### src/rtl/multi_conv_engine.sv
// multi_conv_engine
//   Multi-channel FIR-style dot product engine. Every channel keeps a LEN-deep
//   shift window of samples. All channels share one LEN-tap kernel. Each
//   accepted input pushes one new sample per channel. The engine then spends
//   LEN cycles accumulating sum_k win_c[k] * kernel[k] for all channels in
//   parallel, and presents the per-channel results with a valid/ready handshake.
//
// Ports
//   clk          : clock, all logic on its rising edge
//   rst          : synchronous active-high reset
//   in_data      : CH samples, channel c at [c*DATA_W +: DATA_W]
//   kernel       : LEN taps, tap k at [k*DATA_W +: DATA_W] (latched on accept)
//   signed_mode  : 1 = two's-complement, 0 = unsigned (latched on accept)
//   win_clr      : zero all channel windows (only honoured in IDLE)
//   in_valid     : input handshake valid
//   in_ready     : input handshake ready (high only in IDLE and out of reset)
//   result       : CH results, channel c at [c*RES_W +: RES_W]
//   out_valid    : result valid, held until out_ready
//   out_ready    : output handshake ready
module multi_conv_engine #(
  parameter int DATA_W = 16,
  parameter int LEN    = 4,
  parameter int CH     = 2,
  parameter int RES_W  = 2*DATA_W + $clog2(LEN)
) (
  input  logic                  clk,
  input  logic                  rst,
  input  logic [CH*DATA_W-1:0]  in_data,
  input  logic [LEN*DATA_W-1:0] kernel,
  input  logic                  signed_mode,
  input  logic                  win_clr,
  input  logic                  in_valid,
  output logic                  in_ready,
  output logic [CH*RES_W-1:0]   result,
  output logic                  out_valid,
  input  logic                  out_ready
);

  localparam int TAP_W  = $clog2(LEN);
  // Product of two (DATA_W+1)-bit extended operands. The multiply is done
  // at the wider of this and RES_W, so the low RES_W bits are exact for both
  // signed and unsigned operands.
  localparam int PROD_W = 2*DATA_W + 2;
  localparam int EXT_W  = (RES_W > PROD_W) ? RES_W : PROD_W;

  localparam logic [1:0] IDLE = 2'd0;
  localparam logic [1:0] CALC = 2'd1;
  localparam logic [1:0] DONE = 2'd2;

  logic [1:0]            state_q, state_d;
  logic [TAP_W-1:0]      tap_q, tap_d;
  logic [LEN*DATA_W-1:0] kern_q, kern_d;
  logic                  sm_q, sm_d;
  logic [DATA_W-1:0]     win_q [CH][LEN];
  logic [DATA_W-1:0]     win_d [CH][LEN];
  logic [RES_W-1:0]      acc_q [CH];
  logic [RES_W-1:0]      acc_d [CH];
  logic [CH*RES_W-1:0]   result_q, result_d;

  logic                  last_tap;
  logic [DATA_W-1:0]     tap_coef;
  logic [EXT_W-1:0]      prod_full [CH];

  // Sign- or zero-extend one operand to the multiply width.
  function automatic logic [EXT_W-1:0] ext(input logic [DATA_W-1:0] v,
                                           input logic s);
    return {{(EXT_W-DATA_W){s & v[DATA_W-1]}}, v};
  endfunction

  assign in_ready  = (state_q == IDLE) && !rst;
  assign out_valid = (state_q == DONE);
  assign result    = result_q;

  assign last_tap = (tap_q == TAP_W'(LEN-1));
  assign tap_coef = kern_q[int'(tap_q)*DATA_W +: DATA_W];

  always_comb begin
    for (int c = 0; c < CH; c++) begin
      prod_full[c] = ext(win_q[c][tap_q], sm_q) * ext(tap_coef, sm_q);
    end
  end

  // NOTE: every signal written here gets its hold value first, so no path
  // leaves a variable unassigned and no latch is inferred.
  always_comb begin
    state_d  = state_q;
    tap_d    = tap_q;
    kern_d   = kern_q;
    sm_d     = sm_q;
    win_d    = win_q;
    acc_d    = acc_q;
    result_d = result_q;

    case (state_q)
      IDLE: begin
        if (in_valid) begin
          // A simultaneous clear zeroes the old contents before the shift,
          // leaving only the new sample in the window.
          for (int c = 0; c < CH; c++) begin
            win_d[c][0] = in_data[c*DATA_W +: DATA_W];
            for (int k = 1; k < LEN; k++) begin
              win_d[c][k] = win_clr ? '0 : win_q[c][k-1];
            end
            acc_d[c] = '0;
          end
          kern_d  = kernel;
          sm_d    = signed_mode;
          tap_d   = '0;
          state_d = CALC;
        end else if (win_clr) begin
          for (int c = 0; c < CH; c++) begin
            for (int k = 0; k < LEN; k++) begin
              win_d[c][k] = '0;
            end
          end
        end
      end

      CALC: begin
        for (int c = 0; c < CH; c++) begin
          acc_d[c] = acc_q[c] + prod_full[c][RES_W-1:0];
        end
        if (last_tap) begin
          // The final product is folded straight into the registered result.
          for (int c = 0; c < CH; c++) begin
            result_d[c*RES_W +: RES_W] = acc_d[c];
          end
          tap_d   = '0;
          state_d = DONE;
        end else begin
          tap_d = tap_q + 1'b1;
        end
      end

      DONE: begin
        if (out_ready) begin
          state_d = IDLE;
        end
      end

      default: state_d = IDLE;
    endcase
  end

  // NOTE: the windows and accumulators are storage arrays, but they are
  // reset anyway: a reset must leave empty windows so the next result does
  // not depend on samples from before the reset.
  always_ff @(posedge clk) begin
    if (rst) begin
      state_q  <= IDLE;
      tap_q    <= '0;
      kern_q   <= '0;
      sm_q     <= 1'b0;
      result_q <= '0;
      for (int c = 0; c < CH; c++) begin
        acc_q[c] <= '0;
        for (int k = 0; k < LEN; k++) begin
          win_q[c][k] <= '0;
        end
      end
    end else begin
      state_q  <= state_d;
      tap_q    <= tap_d;
      kern_q   <= kern_d;
      sm_q     <= sm_d;
      result_q <= result_d;
      acc_q    <= acc_d;
      win_q    <= win_d;
    end
  end

endmodule

### config.mk
export PLATFORM = sky130hd
export DESIGN_NAME = multi_conv_engine
export DESIGN_NICKNAME = d
export VERILOG_FILES = /design/src/rtl/multi_conv_engine.sv
export SDC_FILE = /design/constraint.sdc
export NUM_CORES = 2
export LEC_CHECK = 0
export BUFFER_PORTS_ARGS = -buffer_cell sky130_fd_sc_hd__buf_4
export CORE_AREA = 2 2 278 280
export CTS_CLUSTER_DIAMETER = 200
export DETAILED_ROUTE_END_ITERATION = 10
export DIE_AREA = 0 0 280 282
export GPL_ROUTABILITY_DRIVEN = 0
export MAX_ROUTING_LAYER = met4
export PLACE_DENSITY = 0.66
export SLEW_MARGIN = 25
export SYNTH_ARGS = -nofsm -noshare
export SYNTH_HDL_FRONTEND = slang
export SYNTH_SLANG_ARGS = --single-unit
export TNS_END_PERCENT = 30
### constraint.sdc
create_clock -name clk -period 9 [get_ports clk]
set_input_delay 1.35 -clock clk [delete_from_list [all_inputs] [get_ports clk]]
set_output_delay 1.35 -clock clk [all_outputs]
set_load 0.01 [all_outputs]
Yosys cells after proc, flatten, opt, wreduce, memory -nomap -nowiden

Index checks and enable logic that the tools add are counted.

Input port bits: 102
Register bits after elaboration: 333

Add/subtract/negate cells: 3
Multiply operators: 2
$lt $le $gt $ge: 1
Equal/unequal tests: 6
Multiplexer cells: 23
Shift operators: 1
Reductions and logical operators: 10
Bitwise operators: 4

Operator list:

| operator                                                                 | count |
|---|---|
| 128-bit 2-to-1 mux                                                       | 2 |
| 16-bit 2-to-1 mux                                                        | 10 |
| 68-bit case mux with 2 select lines                                      | 1 |
| 34-bit adder                                                             | 2 |
| 17-bit by 17-bit multiplier with 34-bit output                           | 2 |
| 68-bit 2-to-1 mux                                                        | 1 |
| 16-bit binary-select mux with 2-bit select                               | 2 |
| 64-bit by 7-bit indexed part select with 16-bit output                   | 1 |
| 2-bit 2-to-1 mux                                                         | 5 |
| 2-bit AND reduction                                                      | 4 |
| 2-bit case mux with 3 select lines                                       | 1 |
| 2-bit equality test (second input constant)                              | 2 |
| 2-bit inequality test (second input constant)                            | 2 |
| 2-bit case mux with 2 select lines                                       | 1 |
| 2-bit nonzero test                                                       | 2 |
| 1-bit AND                                                                | 3 |
| 3-bit greater-or-equal comparator (second input constant)                | 1 |
| 2-bit NOT with 3-bit output                                              | 1 |
| 3-bit AND reduction                                                      | 1 |
| 2-bit by 1-bit adder with 2-bit output (second input constant)           | 1 |
| 2-bit by 1-bit equality test with 1-bit output (second input constant)   | 1 |
| 2-bit zero test                                                          | 1 |
| 2-bit by 1-bit inequality test with 1-bit output (second input constant) | 1 |
| 1-bit logical AND                                                        | 1 |
| 1-bit zero test                                                          | 1 |

Longest topological paths before layout

Depth after elaboration: 8
Depth in mapped cells: 30
Gate-level depth less buffers: 26

Least setup slack after synthesis

OpenSTA, ideal clock, no wires.

Path type: register -> register
Start point: register tap_q[0]
End point: register result_q[60] (netlist: result[60])
Setup time: 0.074 ns
Slack: 1.168 ns
Arrival: 7.758 ns
Cell stages (with the launch flop): 29
Clock period less this slack: 7.832 ns
Cell sequence: dfxtp_1 > buf_2 > buf_1 > buf_2 > mux2i_1 > nand2_1 > o21ai_1 > nor2_1 > inv_1 > fa_1 > fa_1 > inv_1 > fa_1 > inv_1 > fa_1 > inv_1 > fa_1 > inv_1 > fa_1 > inv_1 > ha_1 > nand4_1 > a2111oi_4 > o21ai_2 > a211oi_2 > or3b_1 > nand2_1 > or4b_1 > a31oi_1

Cells in the longest elaborated chain, start to end: 7
Elaborated cells between the ends (all ways): 11

Ends and longest elaborated chain:

| what                                                                                                   | line | text |
|---|---|---|
| start, declared                                                                                        | 51   | `logic [TAP_W-1:0] tap_q, tap_d;` |
| start signal, assigned                                                                                 | 163  | `tap_q <= tap_d;` |
| parallel branches: the longest is 7 deep, another holds 17-bit by 17-bit multiplier with 34-bit output | -    |  |
| end signal, assigned                                                                                   | 166  | `result_q <= result_d;` |
| end, declared                                                                                          | 58   | `logic [CH*RES_W-1:0] result_q, result_d;` |

Parallel ways; which one is timed is not known. The select of a mux whose other input is x is not followed.
A chain may end at the register's enable or synchronous reset.

Worst setup path in the final report

Start point: register tap_q[0]
End point: register result_q[66] (netlist: result[66])

Same word-level chain as after synthesis.

==> run metrics <==
CTS Sinks 333; post-CTS sizing 0; final wirelength 105600 um; CTS root buf clkbuf_16; drt first pass iters 6; fin crit period 8.374 ns; I/O pins 172; fin crit share 93.04%; drt via density 5.472; Clock Latency Late Sink 0.60 ns; Vias 29540; total CTS buffers 40; Max-slew headroom 23.96%; # rows 101; most common cell in the netlist inv_1; first-pass GRT wire length 170600 um; Hold Fails Final Rpt 0; Fin Hold WS 0.4538 ns; Final setup violation count 0; Worst Tran Pin Value 1.133 ns; Fmax 119.4 MHz; startpoint types flip-flop; TNS Setup 0 ns; R2R cell count 23; die area 0.07896 sq mm; share of layout cells above drive strength 1 8.688%; PwrDens 116.9 mW/mm^2; YS warnings 0; Post-DP HPWL 82450 um; Post-synth EDFFs 0; largest net degree at the start of global routing 105; most frequent cells after synthesis inv_1 (917), fa_1 (678), nand2_1 (623); initial antenna violation count 0; Setup Fix Bufs, Post-CTS 0; Worst R2R End result[66]; DRC Markers 0; average size of a mapped cell 8.704 sq um; Max Cap Viol 0; crit end category flip-flop; Nets 5375; DIE HEIGHT 282 um; Netlist Area Pre-Place 0.03760 sq mm; cell taking the most area after synthesis fa_1; CP required 9.54 ns; hold bufs inserted after CTS 0; worst reg2reg path startpoint tap_q[0]; Syn Nets 5304; HP Class flip-flop to flip-flop; RSZ-0062 raised after global routing false; Async S/R FF share, synth 0%; largest cells by area after synthesis fa_1 (36%), dfxtp_1 (18%), inv_1 (9.2%); worst setup path startpoint tap_q[0]; Peak VDD IR 136.8 uV; core area 0.07570 sq mm; clock skew 0.02151 ns; post-DR wirelength/cell 19.56 um; CTS tree yes; crit-path max FO 20; critical path class flip-flop to flip-flop; register-to-register setup slack 0.63 ns; H-Tree Depth 2; Initial Util 49.68%; Synth Flop Type dfxtp_1; Critical Path End result[66]; DRT iter0 DRCs 2342; vias in the first global route 30440; unique cell type count in the Yosys netlist 76; Post-DRT Antenna Nets 0; CTS Buffer Depth 3; # port buffers 171; Die Width 280 um; critical path arrival 8.91 ns; ANT cells 0; Lkg Pwr 19.25 nW; Synth Register Bits 333; Area Growth Syn to Fin 9.826%; total global routing track utilization 28.69%; status finished, final reports clean; GRT Residual Overflow 0; Synth top area share 36.10%; Synth Instances 4320; count of pins over their slew limit 0; Clk pin slew, worst setup/hold paths 0.06 ns; sequential area share after synthesis 17.73%
-- cell type report --
| class | instances | area (sq um) |
|---|---|---|
| Fill cell | 6917 | 34400 |
| Multi-Input combinational cell | 2855 | 26740 |
| Sequential cell | 333 | 6674 |
| Inverter | 918 | 3446 |
| Timing Repair Buffer | 243 | 1848 |
| Tap cell | 978 | 1224 |
| Clock buffer | 58 | 1190 |
| Clock inverter | 13 | 177.7 |
-- routing by layer --
layer  wire (um)  part of all wire [%]  vias to the layer above  global-route usage, %
met2       50360                    48                     1051                  46.31
met1       43740                    41                    14890                  37.38
met3        7192                   6.8                      241                  3.538
met5           0                     0                        -                      -
li1            -                     -                    13360                      -
met4        4282                   4.1                        0                  10.31
-- power by group --
group,internal [mW],total (mW),switching [mW]
combinational,0.529,1.55,1.02
clock,0.987,1.71,0.722
sequential,1.53,1.57,0.0445
-- metrics by stage --
stage	cell area, sq um	setup WS (ns)	power, mW	cells	util [%]
after global routing	41300	0.1937	5.096	5398	54.56
after CTS	41290	0.7133	4.851	5398	54.55
after detailed placement	39920	0.7290	3.127	5327	52.74
after floorplan	37600	1.168	2.617	4320	-
after global placement	39920	0.8080	3.116	5327	52.74
final	41300	0.6260	4.828	5398	54.56
-- cell families after synthesis --
kind of cell,synth area share [%]
multiplexers,2.878
AO/OA/AOI/OAI,9.573
buffers and inverters,11.33
adder cells (fa/ha/maj),42.88
flip-flops,17.73
AND/OR/NAND/NOR,13.90
XOR/XNOR,1.700
-- sequential cells by signal, indices dropped and copies added (netlist names) --
register / count
acc_q: 68
kern_q: 64
result: 68
sm_q: 1
state_q: 2
tap_q: 2
win_q: 128
-- critical path: stages (launching register included) --
cell and delay (ns):
dfxtp_4 0.59, buf_4 0.37, mux2_2 0.39, o21ai_1 0.49, nor2_1 0.18, fa_1 0.63, inv_1 0.15, fa_1 0.78
inv_1 0.23, fa_1 0.50, fa_1 0.52, fa_1 0.49, inv_1 0.05, fa_1 0.47, inv_1 0.04, ha_1 0.41
nand4_1 0.20, nor2_1 0.29, nand2_1 0.08, o211ai_1 0.42, a21oi_1 0.16, a211o_1 0.33, or4_1 0.47, nand3_1 0.09
-- worst min path at each step --
| stage | start | end | slack [ns] | depth (start not counted) |
|---|---|---|---|---|
| after detailed placement | acc_q[52] | acc_q[52] | 0.44 | 2 |
| after global routing | kern_q[7] | kern_q[7] | 0.47 | 2 |
| final | kern_q[50] | kern_q[50] | 0.45 | 2 |
| after CTS | acc_q[23] | acc_q[23] | 0.45 | 2 |
| after global placement | acc_q[59] | acc_q[59] | 0.44 | 2 |
| after floorplan | acc_q[17] | acc_q[17] | 0.43 | 2 |
-- cells in the final DEF (no fill, tap or decap), drive strengths merged, types with 9 or more instances in the layout --
| master | n |
|---|---|
| inv | 920 |
| fa | 678 |
| nand2 | 623 |
| nor2 | 411 |
| dfxtp | 333 |
| buf | 243 |
| ha | 204 |
| a21oi | 194 |
| a22oi | 128 |
| o21ai | 73 |
| nand3 | 68 |
| xnor2 | 60 |
| clkbuf | 58 |
| and2 | 57 |
| o21a | 44 |
| mux2i | 35 |
| mux2 | 31 |
| nor3 | 26 |
| mux4 | 17 |
| and3 | 16 |
| a31oi | 14 |
| xor2 | 13 |
| nand2b | 13 |
| o31ai | 13 |
| a21o | 12 |
| nand4 | 11 |
| a211oi | 9 |
| clkinv | 9 |
Power figures use the tool's default switching activity.
